File: src/rtl/audio_pkg.sv
// Shared definitions for the audio playback engine: FSM states, control-word
// bit positions and the silence level.
package audio_pkg;

  typedef enum logic [2:0] {
    IDLE,
    FETCH,
    WAIT,
    PLAY,
    DRAIN
  } state_t;

  localparam int START_BIT = 31;
  localparam int STOP_BIT  = 30;
  localparam int LOOP_BIT  = 29;
  localparam int VOL_MSB   = 28;
  localparam int VOL_LSB   = 27;

  localparam logic [7:0] SILENCE = 8'h80;

endpackage

File: src/rtl/audio_pwm.sv
// 8-bit free-running PWM: output is high while the counter is below duty,
// so 0 gives a flat low and 0xFF gives 255/256 high.
module audio_pwm (
  input  logic       clk,
  input  logic       rst,
  input  logic [7:0] duty,
  output logic       pwm_out
);

  logic [7:0] r_p;

  always_ff @(posedge clk or negedge rst) begin
    if (!rst) begin
      r_p     <= '0;
      pwm_out <= 1'b0;
    end else begin
      r_p     <= r_p + 8'd1;
      pwm_out <= (r_p < duty);
    end
  end

endmodule

File: src/rtl/audio_player.sv
// Sample-playback engine: fetches 8-bit samples from the audio buffer at a
// fixed rate and drives a PWM pin. Optional volume shift under AUDIO_VOLUME_EN.
module audio_player
  import audio_pkg::*;
#(
  parameter int CLK_HZ    = 100_000_000,
  parameter int SAMPLE_HZ = 8_000,
  parameter int ADDR_W    = 17
) (
  input  logic              clk,
  input  logic              rst,
  input  logic              ctrl_we,
  input  logic [31:0]       ctrl_data,
  output logic [ADDR_W-1:0] rd_addr,
  input  logic [7:0]        rd_data,
  output logic              pwm_out,
  output logic              amp_en,
  output logic              busy,
  output logic              done,
  output logic [31:0]       status
);

  localparam int DIV   = CLK_HZ / SAMPLE_HZ;
  localparam int DIV_W = $clog2(DIV);

  if (DIV < 4) begin : g_div_check
    $error("audio_player: CLK_HZ/SAMPLE_HZ must be at least 4");
  end

  state_t            r_state;
  logic [ADDR_W-1:0] r_idx;
  logic [ADDR_W-1:0] r_len;
  logic              r_loop;
  logic [DIV_W-1:0]  r_div;
  logic [7:0]        r_cur;
  logic [7:0]        r_next;
  logic              r_busy;
  logic              r_done;
  logic              w_tick;
  logic              w_stop;
  logic              w_start;
  logic [7:0]        w_eff;
  logic              w_unused;

  assign w_tick   = (r_div == DIV_W'(DIV - 1));
  assign w_stop   = ctrl_we && ctrl_data[STOP_BIT];
  assign w_start  = ctrl_we && ctrl_data[START_BIT] && (ctrl_data[ADDR_W-1:0] != '0);
  assign w_unused = ^ctrl_data;

`ifdef AUDIO_VOLUME_EN
  logic [1:0]        r_vol;
  logic signed [7:0] w_centered;
  // Offset-binary to two's complement is a flip of the MSB, and back again.
  assign w_centered = signed'(r_cur ^ SILENCE);
  assign w_eff      = 8'(w_centered >>> r_vol) ^ SILENCE;
`else
  assign w_eff = r_cur;
`endif

  always_ff @(posedge clk or negedge rst) begin
    if (!rst) begin
      r_state <= IDLE;
      r_idx   <= '0;
      r_len   <= '0;
      r_loop  <= 1'b0;
      r_div   <= '0;
      r_cur   <= SILENCE;
      r_next  <= SILENCE;
      r_busy  <= 1'b0;
      r_done  <= 1'b0;
`ifdef AUDIO_VOLUME_EN
      r_vol   <= '0;
`endif
    end else begin
      r_done <= 1'b0;
      if (r_state == IDLE || w_tick) r_div <= '0;
      else                           r_div <= r_div + 1'b1;

      if (w_stop) begin
        r_state <= IDLE;
        r_cur   <= SILENCE;
        r_busy  <= 1'b0;
        r_div   <= '0;
      end else if (w_start) begin
        r_len   <= ctrl_data[ADDR_W-1:0];
        r_loop  <= ctrl_data[LOOP_BIT];
        r_idx   <= '0;
        r_div   <= '0;
        r_busy  <= 1'b1;
        r_state <= FETCH;
`ifdef AUDIO_VOLUME_EN
        r_vol   <= ctrl_data[VOL_MSB:VOL_LSB];
`endif
      end else begin
        case (r_state)
          FETCH: r_state <= WAIT;
          WAIT: begin
            r_next  <= rd_data;
            r_state <= PLAY;
          end
          PLAY: if (w_tick) begin
            r_cur <= r_next;
            if (r_idx < r_len - 1'b1) begin
              r_idx   <= r_idx + 1'b1;
              r_state <= FETCH;
            end else if (r_loop) begin
              r_idx   <= '0;
              r_state <= FETCH;
            end else begin
              r_state <= DRAIN;
            end
          end
          DRAIN: if (w_tick) begin
            r_cur   <= SILENCE;
            r_done  <= 1'b1;
            r_busy  <= 1'b0;
            r_state <= IDLE;
          end
          default: ;
        endcase
      end
    end
  end

  assign rd_addr = r_idx;
  assign busy    = r_busy;
  assign amp_en  = r_busy;
  assign done    = r_done;
  assign status  = {r_busy, r_loop, 30'(r_idx)};

  audio_pwm u_pwm (
    .clk     (clk),
    .rst     (rst),
    .duty    (w_eff),
    .pwm_out (pwm_out)
  );

endmodule
File: config.mk
export PLATFORM = sky130hd
export DESIGN_NAME = audio_player
export DESIGN_NICKNAME = d
export VERILOG_FILES = /design/src/rtl/audio_pkg.sv /design/src/rtl/audio_pwm.sv /design/src/rtl/audio_player.sv
export SDC_FILE = /design/constraint.sdc
export NUM_CORES = 1
export LEC_CHECK = 0
export BUFFER_PORTS_ARGS = -buffer_cell sky130_fd_sc_hd__buf_2
export CORE_MARGIN = 2
export CORE_UTILIZATION = 55
export DETAILED_ROUTE_END_ITERATION = 7
export GPL_TIMING_DRIVEN = 1
export PLACE_DENSITY = 0.81
export SETUP_SLACK_MARGIN = 0.15
export SYNTH_ARGS = -nofsm -noshare
export SYNTH_HDL_FRONTEND = slang
export SYNTH_HIERARCHICAL = 1
export SYNTH_SLANG_ARGS = --single-unit
File: constraint.sdc
create_clock -name clk -period 4.7 [get_ports clk]
set_input_delay 0.235 -clock clk [delete_from_list [all_inputs] [get_ports clk]]
set_output_delay 0.235 -clock clk [all_outputs]
set_load 0.005 [all_outputs]
==> After elaboration in Yosys (flattened, before gate mapping) <==
Index checks and enable logic that the tools add are counted.
{ "op_classes": {"n_addsub": 4, "mul": 0, "div_mod_pow": 0, "order_cmp": 2, "n_eq_ne": 10, "shift": 0, "muxes": 28, "n_bitwise": 2, "reduce_logical": 19} }
{ "op_table": {"columns": ["operator", "n"], "rows": [
  ["$mux 17", 5],
  ["$mux 14", 3],
  ["$mux 8", 4],
  ["$mux 3", 6],
  ["$add 17x1->17 const B", 1],
  ["$lt 17x17->1", 1],
  ["$reduce_bool 17->1", 1],
  ["$sub 17x1->17 const B", 1],
  ["$pmux 8 s2", 1],
  ["$add 14x1->14 const B", 1],
  ["$eq 14x14->1 const B", 1],
  ["$pmux 3 s4", 1],
  ["$reduce_bool 3->1", 4],
  ["$add 8x1->8 const B", 1],
  ["$lt 8x8->1", 1],
  ["$mux 1", 8],
  ["$ne 4x4->1 const B", 2],
  ["$reduce_and 4->1", 2],
  ["$eq 3x2->1 const B", 2],
  ["$ne 3x3->1 const B", 2],
  ["$reduce_and 3->1", 2],
  ["$reduce_bool 6->1", 1],
  ["$reduce_and 2->1", 2],
  ["$reduce_bool 2->1", 2],
  ["other kinds (7)", 10]
]} }
{ "word_totals": {"reg_bits": 79, "latch_bits": 0, "ramBits": 0, "mem_bits_ro": 0, "out_inout_bits": 53, "elab_cells": 76, "mem_count": 0} }

==> Logic depth before layout (Yosys ltp) <==
Gate-level depths: netlist (run 1).
{ "logic_depth": {"depth_word": 7, "ltp_mapped": 14} }

==> Cells and area by module <==
Netlist (run 1), hierarchy kept.
{ "modules_own_cells": {"columns": ["module", "instances", "cells_per_inst", "area_each_um2", "seq_area_each_um2"], "rows": [
  ["audio_player", 1, 422, 4171.5, 1754.2],
  ["audio_pwm", 1, 52, 519.2, 225.2]
]} }

==> Least setup slack after synthesis (run 1) <==
No wires, ideal clock.
{ "synth_path": {"path_kind": "register -> register", "from": "register r_len[6]", "to": "register r_idx[15] (netlist: rd_addr[15])", "arrival_ns": 3.467, "required_time_ns": 4.574, "slack_ns": 1.107, "path_stages_with_launch": 14, "n_path_buf": 1, "cell_sequence": "dfrtp_1 > or3_1 > or3_1 > or3_1 > nor2_1 > xnor2_1 > ha_1 > a211oi_1 > o21ai_0 > a221o_2 > a21o_1 > a21o_4 > buf_6 > a221o_1"} }
{ "synth_between": {"elab_chain_len": 6, "elab_cells_between_ends": 8, "classes_between": "add/sub (1); order compare (1); mux (4); reduce/logical (2)"} }
{ "synth_lines": {"columns": ["element", "line", "text"], "rows": [
  ["start: declaration", "audio_player.sv:32", "logic [ADDR_W-1:0] r_len;"],
  ["start signal: assignment", "audio_player.sv:85", "r_len <= ctrl_data[ADDR_W-1:0];"],
  ["$sub 17x1->17 *", "audio_player.sv:103", "if (r_idx < r_len - 1'b1) begin"],
  ["$lt 17x17->1 *", "audio_player.sv:103", null],
  ["$mux 17", "audio_player.sv:103", null],
  ["$mux 17", "audio_player.sv:101", "PLAY: if (w_tick) begin"],
  ["$mux 17", "audio_player.sv:95", "case (r_state)"],
  ["$mux 17", "audio_player.sv:84", "end else if (w_start) begin"],
  ["end signal: assignment", "audio_player.sv:104", "r_idx <= r_idx + 1'b1;"],
  ["end: declaration", "audio_player.sv:31", "logic [ADDR_W-1:0] r_idx;"]
]} }
Mark *: on every way between the ends. The rest lies on a longest branch, timed or not. The select of a mux whose other input is x is not followed.
A chain may end at the register's enable or synchronous reset.

==> Worst setup path in the final report (run 1) <==
{ "layout_path": {"from": "register r_len[6]", "to": "register r_idx[9] (netlist: rd_addr[9])"} }
The elaborated chain is that of the path after synthesis.

==> metrics.md, run 1 <==
| Metric | Value |
|---|---|
| Max-Cap Viols | 0 |
| Leak | 2.45 nW |
| Critical Path, Cell by Cell | or3_1, or3_1, or3_1, nor3_1, xnor2_1, ha_1, nand3_1, nor2_1, a221o_2, a2111oi_4, o21ai_0, o21ai_0 |
| Clk pwr share | roughly 28% |
| Worst path required time | 4.97 ns |
| Clock Pin Slew Worst Setup and Hold Paths | approximately 0.080 ns |
| Pins Over Slew Limit | 0 |
| Yosys warning count | 6 |
| Area share of the largest cell type after synthesis | 41.1% |
| Port-buffer cells | 70 |
| WS Path Type | register to register |
| Setup crit start kind | register |
| Clock Latency Late Sink | 0.36 ns |
| Floorplan Core Area | 0.00826 mm² |
| Maximum operating frequency | 243 MHz |
| RSZ-0062 raised after global routing | false |
| Crit-path max cell delay | 0.85 ns |
| Worst hold path class | input port to asynchronous set/reset pin |
| Die extent in x | about 96 µm |
| Drt drc | 0 |
| # fillers | 678 |
| Crit. End Element | register |
| Post-Route WL | around 9000 µm |
| Crit path arrival time | roughly 4.4 ns |
| Total negative setup slack | 0 ns |
| Synth area leaders | dfrtp_1 (41%), ha_1 (7.2%), mux2_2 (6.5%), buf_4 (5.4%), nor2_1 (4.2%) |
| Largest net degree at the start of global routing | 80 |
| DR vias | 3522 |
| Root Buffer | clkbuf_8 |
| Die H | 96.4 µm |
| First-pass GRT wire length | between 15000 and 20000 µm |
| Layout cells sized above 1 | 26.0% |
| Relative slew slack | 28.8% |
| Async set or reset register ratio after synthesis | 100% |
| Total Routing Usage GR | 21.8% |
| Number of placement rows | 33 |
| Sequential-to-total area share from yosys stat | 42.2% |
| Initial core utilization | between 50% and 60% |
| Vias in the first global route | 3415 |
| Wirelength per Cell | roughly 14 µm |
| N_diodes | 0 |
| P_int | 0.00116 W |
| Synth Area in XOR/XNOR | under 10% |
| Via-to-Cell Ratio | approximately 5.5 |
| Post-synthesis cell area | 0.00469 mm² |
| Delay-heaviest family, CP | simple AND/OR/NAND/NOR gates |
| Simple-gate share of the synthesized area | 19.4% |
| Global route overflow | 0 |
| Area leader, netlist | dfrtp_1 |
| Most used flip-flop cell after synthesis | dfrtp_1 |
| Area post-placement | ~0.005 mm² |
| Outcome | finished, final reports clean |
| 1st-pass router iterations | 4 |
| Post-synth EDFFs | 0 |
| Final hold viol count | 0 |
| Fin area | 0.00511 mm² |
| Area Growth Syn to Fin | 9.04% |
| Area occupied by multi-input gates | 0.00238 mm² |
| Mux cell area share after synthesis | 6.48% |
| Worst VDD drop | between 0.15 and 0.2 mV |
| Clock sink total | 79 |
| Antenna violations before repair | 0 |
| TritonCTS Buffers | 9 |
| Power Density | 328 mW/mm² |
| Final setup viols | 0 |
| Total power | 0.00168 W |
| Post-CTS Resized | 0 |
| CP max FO | 16 |
| Tcrit/Tclk final | 87.4% |
| Hold buffers post-CTS | 0 |
| Setup bufs post-CTS | 0 |
| Inst Count DP | 620 |
| Final Wtd Congestion | 0.832 |
| Register area | 0.00198 mm² |
| Post-DP HPWL | 6820 µm |
| Synth cell types | 55 |
| Die area | 0.00928 mm² |
| Switch Pwr | ~0.00052 W |
| Max Buffers Root-to-Sink | 2 |
| Combinational power share | between 20% and 30% |
| I/O pin cnt | 96 |
| Final core utilization | 61.9% |
| Clk_skew | 0.0196 ns |
| H-tree Lvls | 3 |
| Non-Filler Instances | 636 |
| Sw frac | 30.8% |
| CP bufs+invs | 0 |
| CP max stage cell | a2111oi_4 |
| Synth Area in Compound Gates | 10.6% |
| Tmin final | a little over 4 ns |
| Cells after synthesis | 474 |
| Syn avg cell area | 9.90 µm² |
| Layout Nets | 596 |
| Adder-cell area share of the yosys netlist | 7.20% |
| Seq pwr share | 51.5% |
| Flops & latches, synth | 79 |
| Iteration-0 DRC Markers | 165 |
| Worst slew pin tran | 1.06 ns |
| Routed Antenna Nets | 0 |
| Largest family of logic cells by synthesized area | simple AND/OR/NAND/NOR gates |
| Critical Path Most Common Cell | or3_1 |
| TritonCTS clock tree | built |
## kinds of logic (layout without fill, tap and decap cells)
| group | count (synthesis) | after routing |
|---|---|---|
| AO/OA/AOI/OAI | 67 | 67 |
| other | 1 | 13 |
| AND/OR/NAND/NOR | 177 | 177 |
| flip-flops | 79 | 79 |
| buffers and inverters | 63 | 108 |
| adder cells (fa/ha/maj) | 27 | 27 |
| multiplexers | 27 | 27 |
| XOR/XNOR | 33 | 33 |
## synthesized netlist by cell type (all sizes together) (11+ instances only)
cell and count:
a21oi 14, a221o 11, buf 36, dfrtp 77, ha 27, inv 21
mux2 27, nand2 45, nand3 18, nor2 52, nor3 13, o21ai 18
xnor2 17, xor2 16
## metal layers
layer,routed length [µm],vias up,track usage (%)
li1,-,1723,-
met1,4350,1690,31.1
met2,4290,98,33.0
met3,420,11,3.92
met4,126,0,8.69
met5,0,-,0
## flip-flops by register name, indices dropped and copies added (netlist names)
| register | count |
|---|---|
| r_next | 8 |
| u_pwm/pwm_out | 1 |
| r_div | 14 |
| amp_en | 1 |
| r_cur | 8 |
| done | 1 |
| u_pwm/r_p | 8 |
| r_state | 3 |
| rd_addr | 17 |
| r_loop | 1 |
| r_len | 17 |
## power groups by stage
stage                     sequential (W)  clock (W)  combinational (W)
after floorplan                 0.000851          0           0.000276
after global placement          0.000868          0           0.000327
after detailed placement        0.000875          0           0.000347
after CTS                       0.000862   0.000477           0.000349
after global routing            0.000878   0.000509           0.000397
final                           0.000863   0.000469           0.000345
## worst reg2reg max path: stages, from the launching register on
cell and delay, ns:
dfrtp_1 0.42, or3_1 0.39, or3_1 0.36, or3_1 0.37, nor3_1 0.30, xnor2_1 0.18, ha_1 0.28, nand3_1 0.11
nor2_1 0.06, a221o_2 0.40, a2111oi_4 0.85, o21ai_0 0.20, o21ai_0 0.12
## through the flow
| step | hold WS [ns] | setup slack (ns) |
|---|---|---|
| after floorplan | -0.0606 | 1.11 |
| after global placement | 0.449 | 0.789 |
| after detailed placement | 0.459 | 0.655 |
| after CTS | 0.0714 | 0.586 |
| after global routing | 0.0960 | 0.367 |
| final | 0.0225 | 0.591 |
## worst paths after layout
kind / startpoint / to / slack (ns) / depth (start not counted)
setup / recovery: r_len[6] / rd_addr[9] / 0.59 / 12
hold reg to reg: r_cur[7] / r_cur[7] / 0.48 / 2
min in group clk: rd_data[7] / r_next[7] / 0.10 / 2
setup reg to reg: r_len[6] / rd_addr[9] / 0.59 / 12
max in group asynchronous: rst / r_div[13] / 4.00 / 1
hold / removal: rst / r_len[1] / 0.02 / 1
## cell usage in the layout (no fill, tap or decap), types with 4 or more instances in the layout
| cell type | count |
|---|---|
| nor2b_1 | 4 |
| nand4_1 | 7 |
| nand3_1 | 17 |
| xor2_1 | 16 |
| a221o_2 | 4 |
| conb_1 | 13 |
| and3_1 | 9 |
| ha_1 | 27 |
| inv_1 | 21 |
| buf_2 | 69 |
| or3_1 | 7 |
| xnor2_1 | 17 |
| nand2_1 | 44 |
| nor3_1 | 12 |
| clkinvlp_4 | 4 |
| o21ai_0 | 18 |
| nor4_1 | 5 |
| a21oi_1 | 14 |
| nor2_1 | 52 |
| clkbuf_8 | 10 |
| dfrtp_1 | 77 |
| mux2_2 | 27 |
| a221o_1 | 7 |
## area by class of cell
| class | count | share of cell area [%] |
|---|---|---|
| clock inverter | 6 | 0.856 |
| sequential | 79 | 38.7 |
| multi-input combinational | 344 | 46.6 |
| inverter | 21 | 1.54 |
| clock buffer | 10 | 2.69 |
| tap | 105 | 2.57 |
| timing repair buffer | 71 | 7.05 |
Note: power is estimated with default switching activity, not from simulation.
==> run 2, diff against run 1 <==
Settings changed: ABC_AREA set to 1, CORE_UTILIZATION 55 to 56, PLACE_DENSITY 0.81 to 0.82.
==> run 2 against run 1 <==
Compared with the run above: clock power is 12% higher; register-to-register slack gained 0.73 ns; critical path depth rose by 8; cell count is 25% higher; non-clock buffer count fell by 1; combinational power rose by 95%; via count up 14%; synthesized cell count increased by 32%; largest cell class unchanged; highest routed layer unchanged.
==> metrics.md, run 2 <==
| Metric | Value |
|---|---|
| Area leader, netlist | dfrtp_1 |
| Post-DP HPWL | 7300 µm (+7.0%) |
| Critical Path, Cell by Cell | inv_1, ha_1, nand2_1, nor3_1, nand2_1, nor2_1, nand4_1, xor2_1, ha_1, nand2_1, nor2_1, nand2_1, nor2_1, nor2_1, nand2_1, nand2_1, nand2_2, clkinv_4, nand2_1, nand2_1 |
| Clock Pin Slew Worst Setup and Hold Paths | 0.08 ns (about the same) |
| Max-Cap Viols | 0 (unchanged) |
| Port-buffer cells | 70 (unchanged) |
| Largest net degree at the start of global routing | 80 (unchanged) |
| Hold buffers post-CTS | 0 (unchanged) |
| 1st-pass router iterations | 4 (unchanged) |
| Tcrit/Tclk final | 71.8% (-16 points) |
| Antenna violations before repair | 0 (unchanged) |
| Worst path required time | 4.97 ns (about the same) |
| I/O pin cnt | 96 (unchanged) |
| Setup crit start kind | register |
| Wirelength per Cell | 12.5 µm (-14%) |
| Final Wtd Congestion | 0.848 (+2.0%) |
| Setup bufs post-CTS | 0 (unchanged) |
| Die extent in x | 97.4 µm (+1.1%) |
| Top-count cell post-synth | nand2_1 |
| Final setup viols | 0 (unchanged) |
| Commonest cells post-synth | nand2_1 (180), dfrtp_1 (77), nor2_1 (73) |
| Post-synthesis cell area | 0.00488 mm² (+4.1%) |
| Floorplan Core Area | 0.00859 mm² (+4.1%) |
| Post-route setup slack | 1.32 ns (+0.732 ns) |
| Worst hold path class | input port to asynchronous set/reset pin |
| Area share of the largest cell type after synthesis | 39.4% (-1.6 points) |
| Total Routing Usage GR | 21.6% (-0.24 points) |
| Cells after synthesis | 627 (+32%) |
| Die H | 97.4 µm (+1.1%) |
| Post-CTS Resized | 0 (unchanged) |
| Number of placement rows | 34 (+3.0%) |
| Most used flip-flop cell after synthesis | dfrtp_1 |
| Layout Nets | 749 (+26%) |
| Flops & latches, synth | 79 (unchanged) |
| Drt drc | 0 (unchanged) |
| Critical Path Most Common Cell | nand2_1 |
| Iteration-0 DRC Markers | 233 (+41%) |
| Maximum operating frequency | 296 MHz (+22%) |
| Worst slew pin tran | 0.994 ns (-0.0683 ns) |
| TritonCTS clock tree | built |
| Sequential-to-total area share from yosys stat | 40.5% (-1.7 points) |
| RSZ-0062 raised after global routing | false |
| Clock Latency Late Sink | 0.38 ns (+0.02 ns) |
| Crit. End Element | register |
| CP max stage cell | dfrtp_1 |
| Worst VDD drop | 0.201 mV (+18%) |
| H-tree Lvls | 3 (unchanged) |
| Area Growth Syn to Fin | 9.07% (about the same) |
| Crit-path max cell delay | 0.41 ns (-0.44 ns) |
| Commonest non-fill, non-tap cell in the layout | nand2_1 |
| WS Path Type | register to register |
| Yosys warning count | 6 (unchanged) |
| Synth cell types | 36 (-35%) |
| Total negative setup slack | 0 ns (unchanged) |
| First-pass GRT wire length | 16800 µm (+6.5%) |
| Routed Antenna Nets | 0 (unchanged) |
| Via-to-Cell Ratio | 5.06 (-8.7%) |
| TritonCTS Buffers | 9 (unchanged) |
| Clk_skew | 0.00962 ns (-0.0100 ns) |
| N_diodes | 0 (unchanged) |
| Vias in the first global route | 3794 (+11%) |
| Clock sink total | 79 (unchanged) |
| Final hold viol count | 0 (unchanged) |
| Root Buffer | clkbuf_8 |
| DR vias | 4005 (+14%) |
| CP max FO | 20 (+4) |
| Outcome | finished, final reports clean |
| Commonest cells after routing, fill and taps aside | nand2_1 (180), dfrtp_1 (77), nor2_1 (73) |
| Global route overflow | 0 (unchanged) |
| Power Density | 412 mW/mm² (+26%) |
| Async set or reset register ratio after synthesis | 100% (unchanged) |
| Syn avg cell area | 7.79 µm² (-21%) |
| Post-Place Worst Slack | 1.34 ns (+0.682 ns) |
| Max Buffers Root-to-Sink | 2 (unchanged) |
| Layout cells sized above 1 | 17.4% (-8.6 points) |
| Post-synth EDFFs | 0 (unchanged) |
| Crit path arrival time | 3.65 ns (-0.73 ns) |
| Synth area leaders | dfrtp_1 (39%), nand2_1 (14%), ha_1 (6.9%), nor2_1 (5.6%), buf_4 (5.2%) |
| R2R cell count | 20 (+8) |
| Initial core utilization | 56.8% (about the same) |
| Die area | 0.00949 mm² (+2.2%) |
| Pins Over Slew Limit | 0 (unchanged) |
| Tmin final | 3.38 ns (-0.732 ns) |
| Post-Route WL | 9900 µm (+7.7%) |
| Relative slew slack | 33.7% (+4.9 points) |
| Leak | 2.78 nW (+14%) |
## run 2: cell count changes in the layout (fill, tap and decap cells not counted), moves of 7 or more
cell	change
and3_1	-7
o21ai_1	+9
nor2_1	+21
xor2_1	+10
nor2_2	+10
or3_1	-7
nand2_1	+136
nand3_1	+25
a221o_1	-7
inv_1	+26
mux2_2	-27
## run 2: report_power, final
part	switching, W	leakage, nW	internal, W
combinational	0.000394	1.67	0.000281
clock	0.000274	0.102	0.000252
sequential	0.000169	1.02	0.000824
total	0.000836	2.78	0.00136
## run 2: worst paths after layout
check,to,start,slack (ns)
worst max register to register,rd_addr[6],r_len[0],1.32
min in group clk,r_next[7],rd_data[7],0.08
worst min-delay path,r_len[0],rst,0.004
worst max-delay path,rd_addr[6],r_len[0],1.32
max in group asynchronous,rd_addr[2],rst,4.03
worst min register to register,r_div[0],r_div[0],0.46
## run 2: layout make-up
cell class | count | area, µm²
clock buffers | 9 | 124
clock inverters | 7 | 80.1
fillers | 740 | 3270
inverters | 53 | 204
multi-input cells | 466 | 2450
flip-flops and latches | 79 | 1980
well taps | 108 | 135
repair buffers | 70 | 353
## run 2: metrics by stage
stage	cell area (µm²)	util, %	instances	total power (W)	hold WS [ns]
after detailed placement	5120	59.6	776	0.00168	0.454
after global placement	5120	59.6	776	0.00163	0.445
after global routing	5330	62.0	792	0.00235	0.102
after floorplan	4930	-	639	0.00149	-0.0606
final	5330	62.0	792	0.00219	0.00371
after CTS	5330	62.0	792	0.00220	0.0629
## run 2: cells by family after synthesis
family	count (synthesis)	share of synthesized area, %
AO/OA/AOI/OAI	52	6.07
buffers and inverters	94	10.2
flip-flops	79	40.5
AND/OR/NAND/NOR	335	29.2
adder cells (fa/ha/maj)	27	6.92
XOR/XNOR	39	6.99
other	1	0.0768
## run 2: layer usage
metal / track usage [%] / vias to the layer above / wire, µm / part of all wire, %
li1: - / 2053 / - / -
met1: 27.3 / 1839 / 4320 / 44
met2: 36.3 / 92 / 4930 / 50
met3: 3.88 / 21 / 428 / 4.3
met4: 9.29 / 0 / 229 / 2.3
met5: 0 / - / 0 / 0
## run 2: worst max-delay path: cells and delay by family (launching register included)
family | cells | cell delay, ns
XOR/XNOR | 1 | 0.19
adder cells (fa/ha/maj) | 2 | 0.50
buffers and inverters | 2 | 0.22
flip-flops | 1 | 0.41
AND/OR/NAND/NOR | 15 | 1.96
